File: config.mk
export PLATFORM = sky130hd
export DESIGN_NAME = alu_bist
export DESIGN_NICKNAME = d
export VERILOG_FILES = /design/src/rtl/alu_bist.sv
export SDC_FILE = /design/constraint.sdc
export NUM_CORES = 1
export LEC_CHECK = 0
export BUFFER_PORTS_ARGS = -buffer_cell sky130_fd_sc_hd__buf_4
export CORE_ASPECT_RATIO = 0.75
export CORE_MARGIN = 1.5
export CORE_UTILIZATION = 55
export DETAILED_ROUTE_END_ITERATION = 6
export PLACE_DENSITY = 0.85
export SLEW_MARGIN = 30
export SYNTH_ARGS = -nofsm -noshare
export SYNTH_HDL_FRONTEND = slang
export SYNTH_SLANG_ARGS = --single-unit
File: constraint.sdc
create_clock -name clk -period 6.8 [get_ports clk]
set_input_delay 0.68 -clock clk [delete_from_list [all_inputs] [get_ports clk]]
set_output_delay 0.68 -clock clk [all_outputs]
set_load 0.02 [all_outputs]
File: src/rtl/alu_bist.sv
// alu_bist: sequential built-in self-test driver for the datapath ALU.
// Walks the ops AND, OR, ADD, SUB, SLT in that order, applying NUM_VECTORS
// LFSR-generated operand pairs to each. Every ALU response is checked against
// an internal golden model. Mismatches are counted, and the first one is
// captured.
//
// Optional feature macro: ALU_BIST_STOP_ON_FAIL_EN. When it is defined, the
// first mismatch ends the run immediately.
//
// Ports:
//   clk, rst          clock (rising edge), asynchronous active-low reset
//   start             begin a run (honoured only in IDLE or DONE)
//   alu_a/alu_b/alu_op  stimulus driven onto the ALU (registered)
//   alu_res/alu_zero  ALU response (combinational from the stimulus)
//   busy, done, pass  run status; pass is valid while done is high
//   err_count         saturating count of mismatching vectors
//   fail_valid, fail_op/fail_a/fail_b  stimulus of the first mismatch
module alu_bist #(
  parameter int unsigned WIDTH       = 4,
  parameter int unsigned NUM_VECTORS = 16,
  parameter logic [31:0] SEED        = 32'hACE10001
) (
  input  logic             clk,
  input  logic             rst,
  input  logic             start,
  output logic [WIDTH-1:0] alu_a,
  output logic [WIDTH-1:0] alu_b,
  output logic [2:0]       alu_op,
  input  logic [WIDTH-1:0] alu_res,
  input  logic             alu_zero,
  output logic             busy,
  output logic             done,
  output logic             pass,
  output logic [15:0]      err_count,
  output logic             fail_valid,
  output logic [2:0]       fail_op,
  output logic [WIDTH-1:0] fail_a,
  output logic [WIDTH-1:0] fail_b
);

  localparam int unsigned LfsrW   = 32;
  localparam int unsigned CntW    = 16;
  localparam int unsigned OpIdxW  = 3;
  localparam int unsigned NumOps  = 5;

  // Galois taps for x^32+x^22+x^2+x+1 (right-shifting form)
  localparam logic [LfsrW-1:0] LfsrTaps = 32'h8020_0003;

  localparam logic [1:0] S_IDLE  = 2'd0;
  localparam logic [1:0] S_DRIVE = 2'd1;
  localparam logic [1:0] S_CHECK = 2'd2;
  localparam logic [1:0] S_DONE  = 2'd3;

  localparam logic [2:0] OP_AND = 3'b000;
  localparam logic [2:0] OP_OR  = 3'b001;
  localparam logic [2:0] OP_ADD = 3'b010;
  localparam logic [2:0] OP_SUB = 3'b110;
  localparam logic [2:0] OP_SLT = 3'b111;

`ifdef ALU_BIST_STOP_ON_FAIL_EN
  localparam bit StopOnFail = 1'b1;
`else
  localparam bit StopOnFail = 1'b0;
`endif

  logic [1:0]        state_q, state_d;
  logic [LfsrW-1:0]  lfsr_q, lfsr_d;
  logic [OpIdxW-1:0] op_idx_q, op_idx_d;
  logic [CntW-1:0]   vec_idx_q, vec_idx_d;
  logic [WIDTH-1:0]  alu_a_q, alu_a_d;
  logic [WIDTH-1:0]  alu_b_q, alu_b_d;
  logic [2:0]        alu_op_q, alu_op_d;
  logic              busy_q, busy_d;
  logic              done_q, done_d;
  logic              pass_q, pass_d;
  logic [CntW-1:0]   err_count_q, err_count_d;
  logic              fail_valid_q, fail_valid_d;
  logic [2:0]        fail_op_q, fail_op_d;
  logic [WIDTH-1:0]  fail_a_q, fail_a_d;
  logic [WIDTH-1:0]  fail_b_q, fail_b_d;

  logic [WIDTH-1:0]  gold_res_c;
  logic              gold_zero_c;
  logic              mismatch_c;
  logic [LfsrW-1:0]  lfsr_step_c;
  logic              last_vec_c;
  logic              last_op_c;

  // Map the op index onto the ALU op encoding, in test order
  function automatic logic [2:0] op_code(input logic [OpIdxW-1:0] idx);
    logic [2:0] code;
    code = OP_AND;
    case (idx)
      3'd0:    code = OP_AND;
      3'd1:    code = OP_OR;
      3'd2:    code = OP_ADD;
      3'd3:    code = OP_SUB;
      3'd4:    code = OP_SLT;
      default: code = OP_AND;
    endcase
    return code;
  endfunction

  // Golden ALU model evaluated on the stimulus currently driven
  always_comb begin
    gold_res_c = '0;
    case (alu_op_q)
      OP_AND:  gold_res_c = alu_a_q & alu_b_q;
      OP_OR:   gold_res_c = alu_a_q | alu_b_q;
      OP_ADD:  gold_res_c = alu_a_q + alu_b_q;
      OP_SUB:  gold_res_c = alu_a_q - alu_b_q;
      OP_SLT:  gold_res_c = WIDTH'($signed(alu_a_q) < $signed(alu_b_q));
      default: gold_res_c = '0;
    endcase
    gold_zero_c = (gold_res_c == '0);
    mismatch_c  = (alu_res != gold_res_c) || (alu_zero != gold_zero_c);
  end

  // One Galois LFSR step and the end-of-stream conditions
  always_comb begin
    lfsr_step_c = {1'b0, lfsr_q[LfsrW-1:1]} ^ (lfsr_q[0] ? LfsrTaps : '0);
    last_vec_c  = (vec_idx_q == CntW'(NUM_VECTORS - 1));
    last_op_c   = (op_idx_q == OpIdxW'(NumOps - 1));
  end

  // Next-state and datapath logic
  always_comb begin
    state_d      = state_q;
    lfsr_d       = lfsr_q;
    op_idx_d     = op_idx_q;
    vec_idx_d    = vec_idx_q;
    alu_a_d      = alu_a_q;
    alu_b_d      = alu_b_q;
    alu_op_d     = alu_op_q;
    busy_d       = busy_q;
    done_d       = done_q;
    pass_d       = pass_q;
    err_count_d  = err_count_q;
    fail_valid_d = fail_valid_q;
    fail_op_d    = fail_op_q;
    fail_a_d     = fail_a_q;
    fail_b_d     = fail_b_q;

    case (state_q)
      S_IDLE, S_DONE: begin
        if (start) begin
          state_d      = S_DRIVE;
          lfsr_d       = SEED;
          op_idx_d     = '0;
          vec_idx_d    = '0;
          busy_d       = 1'b1;
          done_d       = 1'b0;
          pass_d       = 1'b0;
          err_count_d  = '0;
          fail_valid_d = 1'b0;
          fail_op_d    = '0;
          fail_a_d     = '0;
          fail_b_d     = '0;
        end
      end

      S_DRIVE: begin
        // Vector 0 of each op repeats operand A to hit the A==B corner
        alu_a_d  = lfsr_q[WIDTH-1:0];
        alu_b_d  = (vec_idx_q == '0) ? lfsr_q[WIDTH-1:0] : lfsr_q[LfsrW-1 -: WIDTH];
        alu_op_d = op_code(op_idx_q);
        state_d  = S_CHECK;
      end

      S_CHECK: begin
        if (mismatch_c) begin
          if (err_count_q != '1) begin
            err_count_d = err_count_q + CntW'(1);
          end
          if (!fail_valid_q) begin
            fail_valid_d = 1'b1;
            fail_op_d    = alu_op_q;
            fail_a_d     = alu_a_q;
            fail_b_d     = alu_b_q;
          end
        end
        lfsr_d = lfsr_step_c;
        if (last_vec_c) begin
          vec_idx_d = '0;
          op_idx_d  = op_idx_q + OpIdxW'(1);
        end else begin
          vec_idx_d = vec_idx_q + CntW'(1);
        end
        if ((last_vec_c && last_op_c) || (StopOnFail && mismatch_c)) begin
          state_d = S_DONE;
          busy_d  = 1'b0;
          done_d  = 1'b1;
          pass_d  = (err_count_q == '0) && !mismatch_c;
        end else begin
          state_d = S_DRIVE;
        end
      end

      default: begin
        state_d = S_IDLE;
        busy_d  = 1'b0;
      end
    endcase
  end

  // State and output registers
  always_ff @(posedge clk or negedge rst) begin
    if (!rst) begin
      state_q      <= S_IDLE;
      lfsr_q       <= SEED;
      op_idx_q     <= '0;
      vec_idx_q    <= '0;
      alu_a_q      <= '0;
      alu_b_q      <= '0;
      alu_op_q     <= '0;
      busy_q       <= 1'b0;
      done_q       <= 1'b0;
      pass_q       <= 1'b0;
      err_count_q  <= '0;
      fail_valid_q <= 1'b0;
      fail_op_q    <= '0;
      fail_a_q     <= '0;
      fail_b_q     <= '0;
    end else begin
      state_q      <= state_d;
      lfsr_q       <= lfsr_d;
      op_idx_q     <= op_idx_d;
      vec_idx_q    <= vec_idx_d;
      alu_a_q      <= alu_a_d;
      alu_b_q      <= alu_b_d;
      alu_op_q     <= alu_op_d;
      busy_q       <= busy_d;
      done_q       <= done_d;
      pass_q       <= pass_d;
      err_count_q  <= err_count_d;
      fail_valid_q <= fail_valid_d;
      fail_op_q    <= fail_op_d;
      fail_a_q     <= fail_a_d;
      fail_b_q     <= fail_b_d;
    end
  end

  assign alu_a      = alu_a_q;
  assign alu_b      = alu_b_q;
  assign alu_op     = alu_op_q;
  assign busy       = busy_q;
  assign done       = done_q;
  assign pass       = pass_q;
  assign err_count  = err_count_q;
  assign fail_valid = fail_valid_q;
  assign fail_op    = fail_op_q;
  assign fail_a     = fail_a_q;
  assign fail_b     = fail_b_q;

endmodule

==> summary.md, run 1 <==
| Metric | Value |
|---|---|
| Routed length per instance | `~17 µm` |
| Post-synthesis share of cell area spent on xor and xnor gates | `2.97%` |
| Met3 demand-to-capacity share in global routing | `5.71%` |
| Final number of max-transition violations | `0` |
| Layout cell share with drive strength beyond 1 | `16.9%` |
| Die boundary height | `85.3 µm` |
| Critical Path AT | `3980 ps` |
| Clock tree from TritonCTS | `yes` |
| Number of design rule violations left after detail routing | `0` |
| Num CTS Buffers | `9` |
| Setup Skew | `6.81 ps` |
| CP endpoint kind | `flop` |
| Final std cells w/o fill | `663` |
| Async set or reset register ratio after synthesis | `100%` |
| First-pass GRT wire length | `19,200 µm` |
| Standby leakage power | `0.00261 µW` |
| Setup total negative slack | `0 ps` |
| Cts hold-fix bufs | `0` |
| Crit-path max cell delay | `slightly above 600 ps` |
| Floorplan die width | `113 µm` |
| Post-Synthesis Mean Instance Area | `about 10 µm²` |
| Gate count after technology mapping | `512` |
| Crit-path slowest cell | `sky130_fd_sc_hd__nor2_1` |
| Gp weighted congestion | `0.898` |
| Routed via count | `4,022` |
| Worst slew margin relative to its limit | `52.8%` |
| Clock H-tree levels | `3` |
| Most Frequent Cell on Critical Path | `sky130_fd_sc_hd__inv_1` |
| Startpoint type of the worst setup path | `flop` |
| Number of global-route vias before repair | `4,100` |
| Starting density of the core | `57.8%` |
| Yosys synthesis warning count | `0` |
| Max Buffers Root-to-Sink | `2` |
| Setup crit start | `alu_b[0]` |
| Reported max-cap violation count | `0` |
| Most used cells in the layout excluding fill and tap cells | `sky130_fd_sc_hd__dfrtp_1, sky130_fd_sc_hd__buf_4, sky130_fd_sc_hd__nand2_1, sky130_fd_sc_hd__nor2_1, sky130_fd_sc_hd__nand3_1` |
| Antenna violations before repair | `0` |
| Post-CTS setup buffer count | `0` |
| Met1 Usage GRT | `33.3%` |
| Measured slew at the worst slew-check pin | `705 ps` |
| Compound-cell area share of the yosys netlist | `18.3%` |
| Number of clock sinks | `95` |
| Number of cells traversed by the worst register-to-register path | `11` |
| Final nets | `583` |
| HPWL Detailed | `7580 µm` |
| Max VDD drop | `0.207 mV` |
| Tot GR Track Use | `between 20% and 30%` |
| Congestion Overflow GR | `0` |
| Fillcell total | `~650` |
| CP Buf/Inv Count | `2` |
| Class of the tightest hold or removal check | `primary input to async pin` |
| Number of nets in the synthesized netlist | `approximately 550` |
| Fin crit period | `3700 ps` |
| Buffers on Ports | `49` |
| Cell type group with the largest total delay on the critical path | `simple AND/OR/NAND/NOR gates` |
| Number of detailed-routing iterations run before antenna repair | `5` |
| Cells resized by post-CTS repair | `0` |
| End-of-flow core utilization | `66.5%` |
| Inserted Diodes | `0` |
| Crit path kind | `flop to flop` |
| Clock Pin Slew Worst Setup and Hold Paths | `60 ps` |
| Pwr Total | `2160 µW` |
| Number of primary I/O pins | `50` |
| Core Rows | `29` |
| Hold Worst Slack | `336 ps` |
| Total power per unit cell area | `377 mW/mm²` |
| Final routed wirelength across all metal layers | `roughly 11,000 µm` |
| Portion of the clock cycle consumed by the worst path in the final layout | `54.4%` |
| Leading cell type in the layout, fill and taps excluded | `sky130_fd_sc_hd__dfrtp_1` |
| Final setup vio count | `0` |
| F_max | `approximately 0.27 GHz` |
| DP Cell Count | `647` |
| Synth Area in Adders | `6.59%` |
| Maximum number of pins on one net before global-route repair | `50` |
| Outcome | `complete, no violations` |
| Sequential-to-total area share from yosys stat | `48.0%` |
| Post-synth design cell area | `0.00497 mm²` |
| Required time of the critical path | `7080 ps` |
| Register bit count reported by yosys | `95` |
| Routing usage on met2 | `approximately 41%` |
| Core area | `0.00860 mm²` |
| Unrepaired setup endpoints after global routing | `no` |
| Count of nets left with antenna violations after detail routing | `0` |
| Global-route layer with the greatest usage | `met2` |
| CP cell instances | `ha_1 > inv_1 > fa_1 > inv_1 > mux2i_1 > o21ai_0 > or4_4 > a32oi_2 > o21ai_2 > nor2_1 > a31o_2` |
| Die footprint | `between 0.009 and 0.01 mm²` |
| FF-to-FF Start | `alu_b[0]` |
| Primary FF master, synth | `sky130_fd_sc_hd__dfrtp_1` |
| Initial DRC count | `262` |
| Number of flops mapped to enable cells by yosys | `0` |
| Drt via density | `6.07` |
| Final Hold Fails | `0` |
| Critical Path Fanout Max | `15` |
| Synthesized-area fraction occupied by and/or/nand/nor cells | `17.8%` |
| Path length in cells of the critical path | `11` |
| Cell variety after synth | `56` |
| Combinational family with the most area after synthesis | `compound AO/OA/AOI/OAI gates` |
| Signed area change from the synthesized netlist to the final layout | `15.0%` |
| Portion of netlist area occupied by mux cells | `under 10%` |
| Source-to-sink clock delay at the later pin of the worst-skew pair | `340 ps` |
| Clk root buf | `sky130_fd_sc_hd__clkbuf_16` |
## report_power, final
group / switching [µW] / internal, µW
Combinational: 572 / 301
Clock: 202 / 315
Sequential: 105 / 659
## layout make-up
type	instances	area [µm²]	share of cell area [%]
clock buffers	14	274	4.79
well taps	108	135	2.36
multi-input cells	361	2370	41.4
repair buffers	54	405	7.09
clock inverters	2	37.5	0.657
flip-flops and latches	95	2390	41.8
inverters	29	109	1.90
## sequential cells by signal, summed over array words and instances, names as in the netlist, 3 cells and up
signal,flops
alu_op,3
fail_a,4
lfsr_q,32
alu_b,4
err_count,16
alu_a,4
op_idx_q,3
fail_b,4
fail_op,3
vec_idx_q,16
## Yosys cell counts (7+ instances only)
cell type | n | area [µm²]
sky130_fd_sc_hd__o21ai_0 | 32 | 160
sky130_fd_sc_hd__nand2_1 | 53 | 199
sky130_fd_sc_hd__a31o_2 | 8 | 70.1
sky130_fd_sc_hd__xnor2_1 | 7 | 61.3
sky130_fd_sc_hd__o21a_1 | 11 | 82.6
sky130_fd_sc_hd__dfstp_2 | 9 | 236
sky130_fd_sc_hd__nor3_1 | 8 | 40.0
sky130_fd_sc_hd__xor2_1 | 8 | 70.1
sky130_fd_sc_hd__a31oi_1 | 7 | 43.8
sky130_fd_sc_hd__inv_1 | 29 | 109
sky130_fd_sc_hd__clkbuf_1 | 22 | 82.6
sky130_fd_sc_hd__nor2_1 | 39 | 146
sky130_fd_sc_hd__dfrtp_1 | 86 | 2150
sky130_fd_sc_hd__mux2i_1 | 8 | 80.1
sky130_fd_sc_hd__ha_1 | 23 | 288
sky130_fd_sc_hd__a21oi_1 | 19 | 95.1
sky130_fd_sc_hd__or4_1 | 9 | 67.6
sky130_fd_sc_hd__nand2b_1 | 7 | 43.8
sky130_fd_sc_hd__o221ai_1 | 7 | 61.3
sky130_fd_sc_hd__a22o_1 | 22 | 193
sky130_fd_sc_hd__nand3_1 | 34 | 170
## through the flow
stage          cell area, µm²  setup WS, ps
2_1_floorplan            4970          3700
3_3_place_gp             5390          3380
3_5_place_dp             5390          3200
4_1_cts                  5700          3190
5_1_grt                  5720          2870
6_report                 5720          3100
## worst reg2reg max path, stage by stage (launching register included)
cell and delay, ps:
sky130_fd_sc_hd__dfrtp_1 450, sky130_fd_sc_hd__ha_1 240, sky130_fd_sc_hd__inv_1 70, sky130_fd_sc_hd__fa_1 470
sky130_fd_sc_hd__inv_1 40, sky130_fd_sc_hd__mux2i_1 140, sky130_fd_sc_hd__o21ai_0 180, sky130_fd_sc_hd__or4_4 550
sky130_fd_sc_hd__a32oi_2 380, sky130_fd_sc_hd__o21ai_2 250, sky130_fd_sc_hd__nor2_1 610, sky130_fd_sc_hd__a31o_2 250
## logic make-up after synthesis
| logic type | count (synthesis) |
|---|---|
| muxes | 8 |
| DFF | 95 |
| AOI/OAI and AO/OA | 130 |
| buffers and inverters | 56 |
| xor gates and xnor gates | 16 |
| and+or+nand+nor | 182 |
| adders and majority gates | 25 |
## routing by layer
metal	share of wire [%]	wire length, µm
met1	44	4900
met2	49	5390
met3	5.3	589
met4	2.0	221
met5	0	0
## final timing paths
path                               to  slack, ps
setup / recovery           fail_op[1]       3100
max in group asynchronous  lfsr_q[13]       5410
min in group clk                 pass        490
hold reg to reg                  pass        490
setup reg to reg           fail_op[1]       3100
hold / removal             fail_op[2]        340
Power figures use the tool's default switching activity.
==> run 2: changes to the inputs <==
Settings changed: ABC_AREA set to 1, CORE_UTILIZATION 55 to 54, PLACE_DENSITY 0.85 to 0.86.
Clock period 6.8 ns to 3.2 ns, I/O delays scaled along.
==> run 2 against run 1 <==
The flow now finishes with violations (hold timing). Non-clock buffer count is 1 higher. Synthesized cell count increased by 33%. Cell count up 29%. Combinational power increased to 2.6 times the previous value. Maximum frequency increased by 31%. Worst hold slack worse by 360 ps. Die area rose by 10%. Sequential power up 120%. Critical path depth up 7. Clock skew about the same. Critical path type unchanged. Critical endpoint is now fail_a[0].
==> summary.md, run 2 <==
| Metric | Value |
|---|---|
| Initial DRC count | `497 (+90%)` |
| Pwr Total | `4980 µW (+130%)` |
| Buffers on Ports | `49 (unchanged)` |
| Clk root buf | `sky130_fd_sc_hd__clkbuf_16` |
| Outcome | `complete, but fails checks` |
| Clock Pin Slew Worst Setup and Hold Paths | `60 ps (about the same)` |
| Met3 wirelength from detailed routing | `856 µm (+45%)` |
| Gp weighted congestion | `0.945 (+5.1%)` |
| Compound-cell area share of the yosys netlist | `11.1% (-7.2 points)` |
| Largest cells by area after synthesis | `sky130_fd_sc_hd__dfrtp_1, sky130_fd_sc_hd__nand2_1, sky130_fd_sc_hd__inv_1, sky130_fd_sc_hd__ha_1, sky130_fd_sc_hd__dfstp_2` |
| Measured slew at the worst slew-check pin | `764 ps (+58.3 ps)` |
| Combinational family with the most area after synthesis | `simple AND/OR/NAND/NOR gates` |
| Yosys synthesis warning count | `0 (unchanged)` |
| Die boundary height | `89.5 µm (+4.9%)` |
| Core area | `0.00970 mm² (+13%)` |
| Max Buffers Root-to-Sink | `2 (unchanged)` |
| Most Frequent Cell on Critical Path | `sky130_fd_sc_hd__nand2_1` |
| Reg-to-reg setup timing slack | `370 ps (-2730 ps)` |
| Number of design rule violations left after detail routing | `0 (unchanged)` |
| Highest routed layer | `met4` |
| Leading cell type in the layout, fill and taps excluded | `sky130_fd_sc_hd__nand2_1` |
| Synth Area in Adders | `6.08% (-0.52 points)` |
| Class of the tightest hold or removal check | `primary input to async pin` |
| Number of primary I/O pins | `50 (unchanged)` |
| Unrepaired setup endpoints after global routing | `no` |
| Routed via count | `4,827 (+20%)` |
| Final Hold Fails | `9 (+9)` |
| Hold Worst Slack | `-20.1 ps (-356 ps)` |
| Final routed wirelength across all metal layers | `12,500 µm (+13%)` |
| Crit-path max cell delay | `420 ps (-190 ps)` |
| Number of clock sinks | `95 (unchanged)` |
| Post-synthesis share of cell area spent on xor and xnor gates | `1.62% (-1.3 points)` |
| Reg-to-Reg End | `fail_a[0]` |
| Final std cells w/o fill | `857 (+29%)` |
| Fin crit period | `2830 ps (-868 ps)` |
| HPWL Detailed | `8830 µm (+17%)` |
| Number of detailed-routing iterations run before antenna repair | `5 (unchanged)` |
| Async set or reset register ratio after synthesis | `100% (unchanged)` |
| Final nets | `753 (+29%)` |
| F_max | `0.354 GHz (+31%)` |
| Signed area change from the synthesized netlist to the final layout | `13.6%` |
| Inserted Diodes | `0 (unchanged)` |
| Maximum number of pins on one net before global-route repair | `76 (+52%)` |
| Max VDD drop | `0.558 mV (+170%)` |
| Reported max-cap violation count | `0 (unchanged)` |
| Number of flops mapped to enable cells by yosys | `0 (unchanged)` |
| Primary FF master, synth | `sky130_fd_sc_hd__dfrtp_1` |
| Critical Path Fanout Max | `31 (+16)` |
| FF-to-FF Start | `alu_a[0]` |
| Routed length per instance | `14.6 µm (-13%)` |
| Core Rows | `31 (+6.9%)` |
| Layout cell share with drive strength beyond 1 | `14.6% (-2.3 points)` |
| Post-synth design cell area | `0.00539 mm² (+8.5%)` |
| Cell variety after synth | `46 (-18%)` |
| Synthesized-area fraction occupied by and/or/nand/nor cells | `26.3% (+8.5 points)` |
| Crit-path slowest cell | `sky130_fd_sc_hd__dfrtp_1` |
| Cts hold-fix bufs | `0 (unchanged)` |
| Smallest setup slack after layout | `371 ps (-2730 ps)` |
| Count of nets left with antenna violations after detail routing | `0 (unchanged)` |
| Metal1 wirelength | `5580 µm (+14%)` |
| Portion of netlist area occupied by mux cells | `0% (-1.6 points)` |
| Critical Path AT | `3060 ps (-920 ps)` |
| Number of flip-flops in the largest register | `32 (unchanged)` |
| Antenna violations before repair | `0 (unchanged)` |
| Clock H-tree levels | `3 (unchanged)` |
| Required time of the critical path | `3430 ps (-3650 ps)` |
| DP Cell Count | `841 (+30%)` |
| Tot GR Track Use | `24.6% (-0.64 points)` |
| Total power per unit cell area | `814 mW/mm² (+120%)` |
| Number of nets in the synthesized netlist | `712 (+31%)` |
| Crit path kind | `flop to flop` |
| Gate count after technology mapping | `679 (+33%)` |
| Place WS | `292 ps (-2910 ps)` |
| Final number of max-transition violations | `0 (unchanged)` |
| CP Buf/Inv Count | `4 (+2)` |
| First-pass GRT wire length | `21,000 µm (+9.4%)` |
| Number of global-route vias before repair | `4,515 (+10%)` |
| Most used cells in the layout excluding fill and tap cells | `sky130_fd_sc_hd__nand2_1, sky130_fd_sc_hd__inv_1, sky130_fd_sc_hd__dfrtp_1, sky130_fd_sc_hd__buf_4` |
| Startpoint type of the worst setup path | `flop` |
| Register with the most flip-flops | `lfsr_q` |
| Standby leakage power | `0.00309 µW (+18%)` |
| Setup Skew | `7.25 ps (+0.438 ps)` |
| Source-to-sink clock delay at the later pin of the worst-skew pair | `340 ps (about the same)` |
| Final setup vio count | `0 (unchanged)` |
| Cells resized by post-CTS repair | `0 (unchanged)` |
| Floorplan die width | `118 µm (+5.0%)` |
| Ranking of synthesized cells by instance count | `sky130_fd_sc_hd__nand2_1, sky130_fd_sc_hd__inv_1, sky130_fd_sc_hd__dfrtp_1` |
| CP endpoint kind | `flop` |
| Register bit count reported by yosys | `95 (unchanged)` |
| Die footprint | `0.0106 mm² (+10%)` |
| Setup total negative slack | `0 ps (unchanged)` |
| Top cell type's share of synthesized area | `39.9% (-3.4 points)` |
| CP cell instances | `inv_1 > ha_1 > inv_1 > fa_1 > inv_1 > nand2_1 > nand3_1 > nand2_1 > nor2_1 > nand2_1 > nor2_2 > nand3b_1 > nand2_1 > inv_2 > nand2_4 > nand3_2 > nand2_1 > nand2_1` |
| Starting density of the core | `55.6% (-2.2 points)` |
| Num CTS Buffers | `9 (unchanged)` |
| Cell accounting for the most synthesized area | `sky130_fd_sc_hd__dfrtp_1` |
| Post-CTS setup buffer count | `0 (unchanged)` |
| Cell type group with the largest total delay on the critical path | `simple AND/OR/NAND/NOR gates` |
| Most repeated cell in the gate-level netlist after synthesis | `sky130_fd_sc_hd__nand2_1` |
| Wire length on met2 | `5930 µm (+10%)` |
| Worst slew margin relative to its limit | `49.0% (-3.8 points)` |
| Congestion Overflow GR | `0 (unchanged)` |
| Post-Synthesis Mean Instance Area | `7.94 µm² (-18%)` |
| Number of cells traversed by the worst register-to-register path | `18 (+7)` |
| Clock tree from TritonCTS | `yes` |
| Sequential-to-total area share from yosys stat | `44.3% (-3.8 points)` |
| Violated checks | `hold timing` |
| Drt via density | `5.63 (-7.2%)` |
| Portion of the clock cycle consumed by the worst path in the final layout | `88.4% (+34 points)` |
run 2: area by class of cell:
cell class	instances	area, µm²
fillers	814	3570
repair buffers	55	417
flip-flops and latches	95	2390
clock inverters	6	43.8
inverters	116	435
well taps	132	165
clock buffers	10	239
multi-input cells	443	2440
run 2: per-layer routing:
layer | track usage [%] | vias to the layer above
met1 | 33.0 | 2309
met2 | 41.5 | 197
met4 | 5.37 | 0
met5 | 0 | -
li1 | - | 2299
met3 | 5.87 | 22
run 2: how the worst max path moves through the flow:
| stage | end | slack (ps) | from | cells after the start |
|---|---|---|---|---|
| global route | fail_b[1] | 50 | alu_a[0] | 18 |
| detailed placement | fail_a[0] | 290 | alu_a[0] | 18 |
| global placement | fail_op[1] | 500 | alu_a[0] | 18 |
| CTS | fail_a[0] | 270 | alu_a[0] | 18 |
| floorplan | err_count[14] | 780 | alu_a[0] | 16 |
| finish | fail_a[0] | 370 | alu_a[0] | 18 |
run 2: kinds of logic (layout without fill, tap and decap cells):
group / count (synthesis) / in the layout
flip-flops: 95 / 95
buffers and inverters: 141 / 187
AND/OR/NAND/NOR: 302 / 302
AO/OA/AOI/OAI: 106 / 106
XOR/XNOR: 10 / 10
adder cells (fa/ha/maj): 25 / 25
run 2: power by group:
part / internal, µW / total (µW) / switching [µW]
Clock: 550 / 1000 / 454
Sequential: 1460 / 1670 / 209
Combinational: 700 / 2310 / 1610
Total: 2710 / 4980 / 2270
run 2: worst register-to-register path: stages, from the launching register on:
cell                       delay, ps
sky130_fd_sc_hd__dfrtp_1         420
sky130_fd_sc_hd__inv_1           130
sky130_fd_sc_hd__ha_1            160
sky130_fd_sc_hd__inv_1            60
sky130_fd_sc_hd__fa_1            390
sky130_fd_sc_hd__inv_1            70
sky130_fd_sc_hd__nand2_1          50
sky130_fd_sc_hd__nand3_1          80
sky130_fd_sc_hd__nand2_1          60
sky130_fd_sc_hd__nor2_1          120
sky130_fd_sc_hd__nand2_1          80
sky130_fd_sc_hd__nor2_2          110
sky130_fd_sc_hd__nand3b_1         80
sky130_fd_sc_hd__nand2_1          80
sky130_fd_sc_hd__inv_2            50
sky130_fd_sc_hd__nand2_4         270
sky130_fd_sc_hd__nand3_2         300
sky130_fd_sc_hd__nand2_1         160
sky130_fd_sc_hd__nand2_1          60
run 2: through the flow:
| stage | area, µm² | util, % |
|---|---|---|
| finish | 6130 | 63.2 |
| global route | 6130 | 63.2 |
| CTS | 6120 | 63.1 |
| detailed placement | 5830 | 60.2 |
| global placement | 5830 | 60.2 |
| floorplan | 5390 | - |
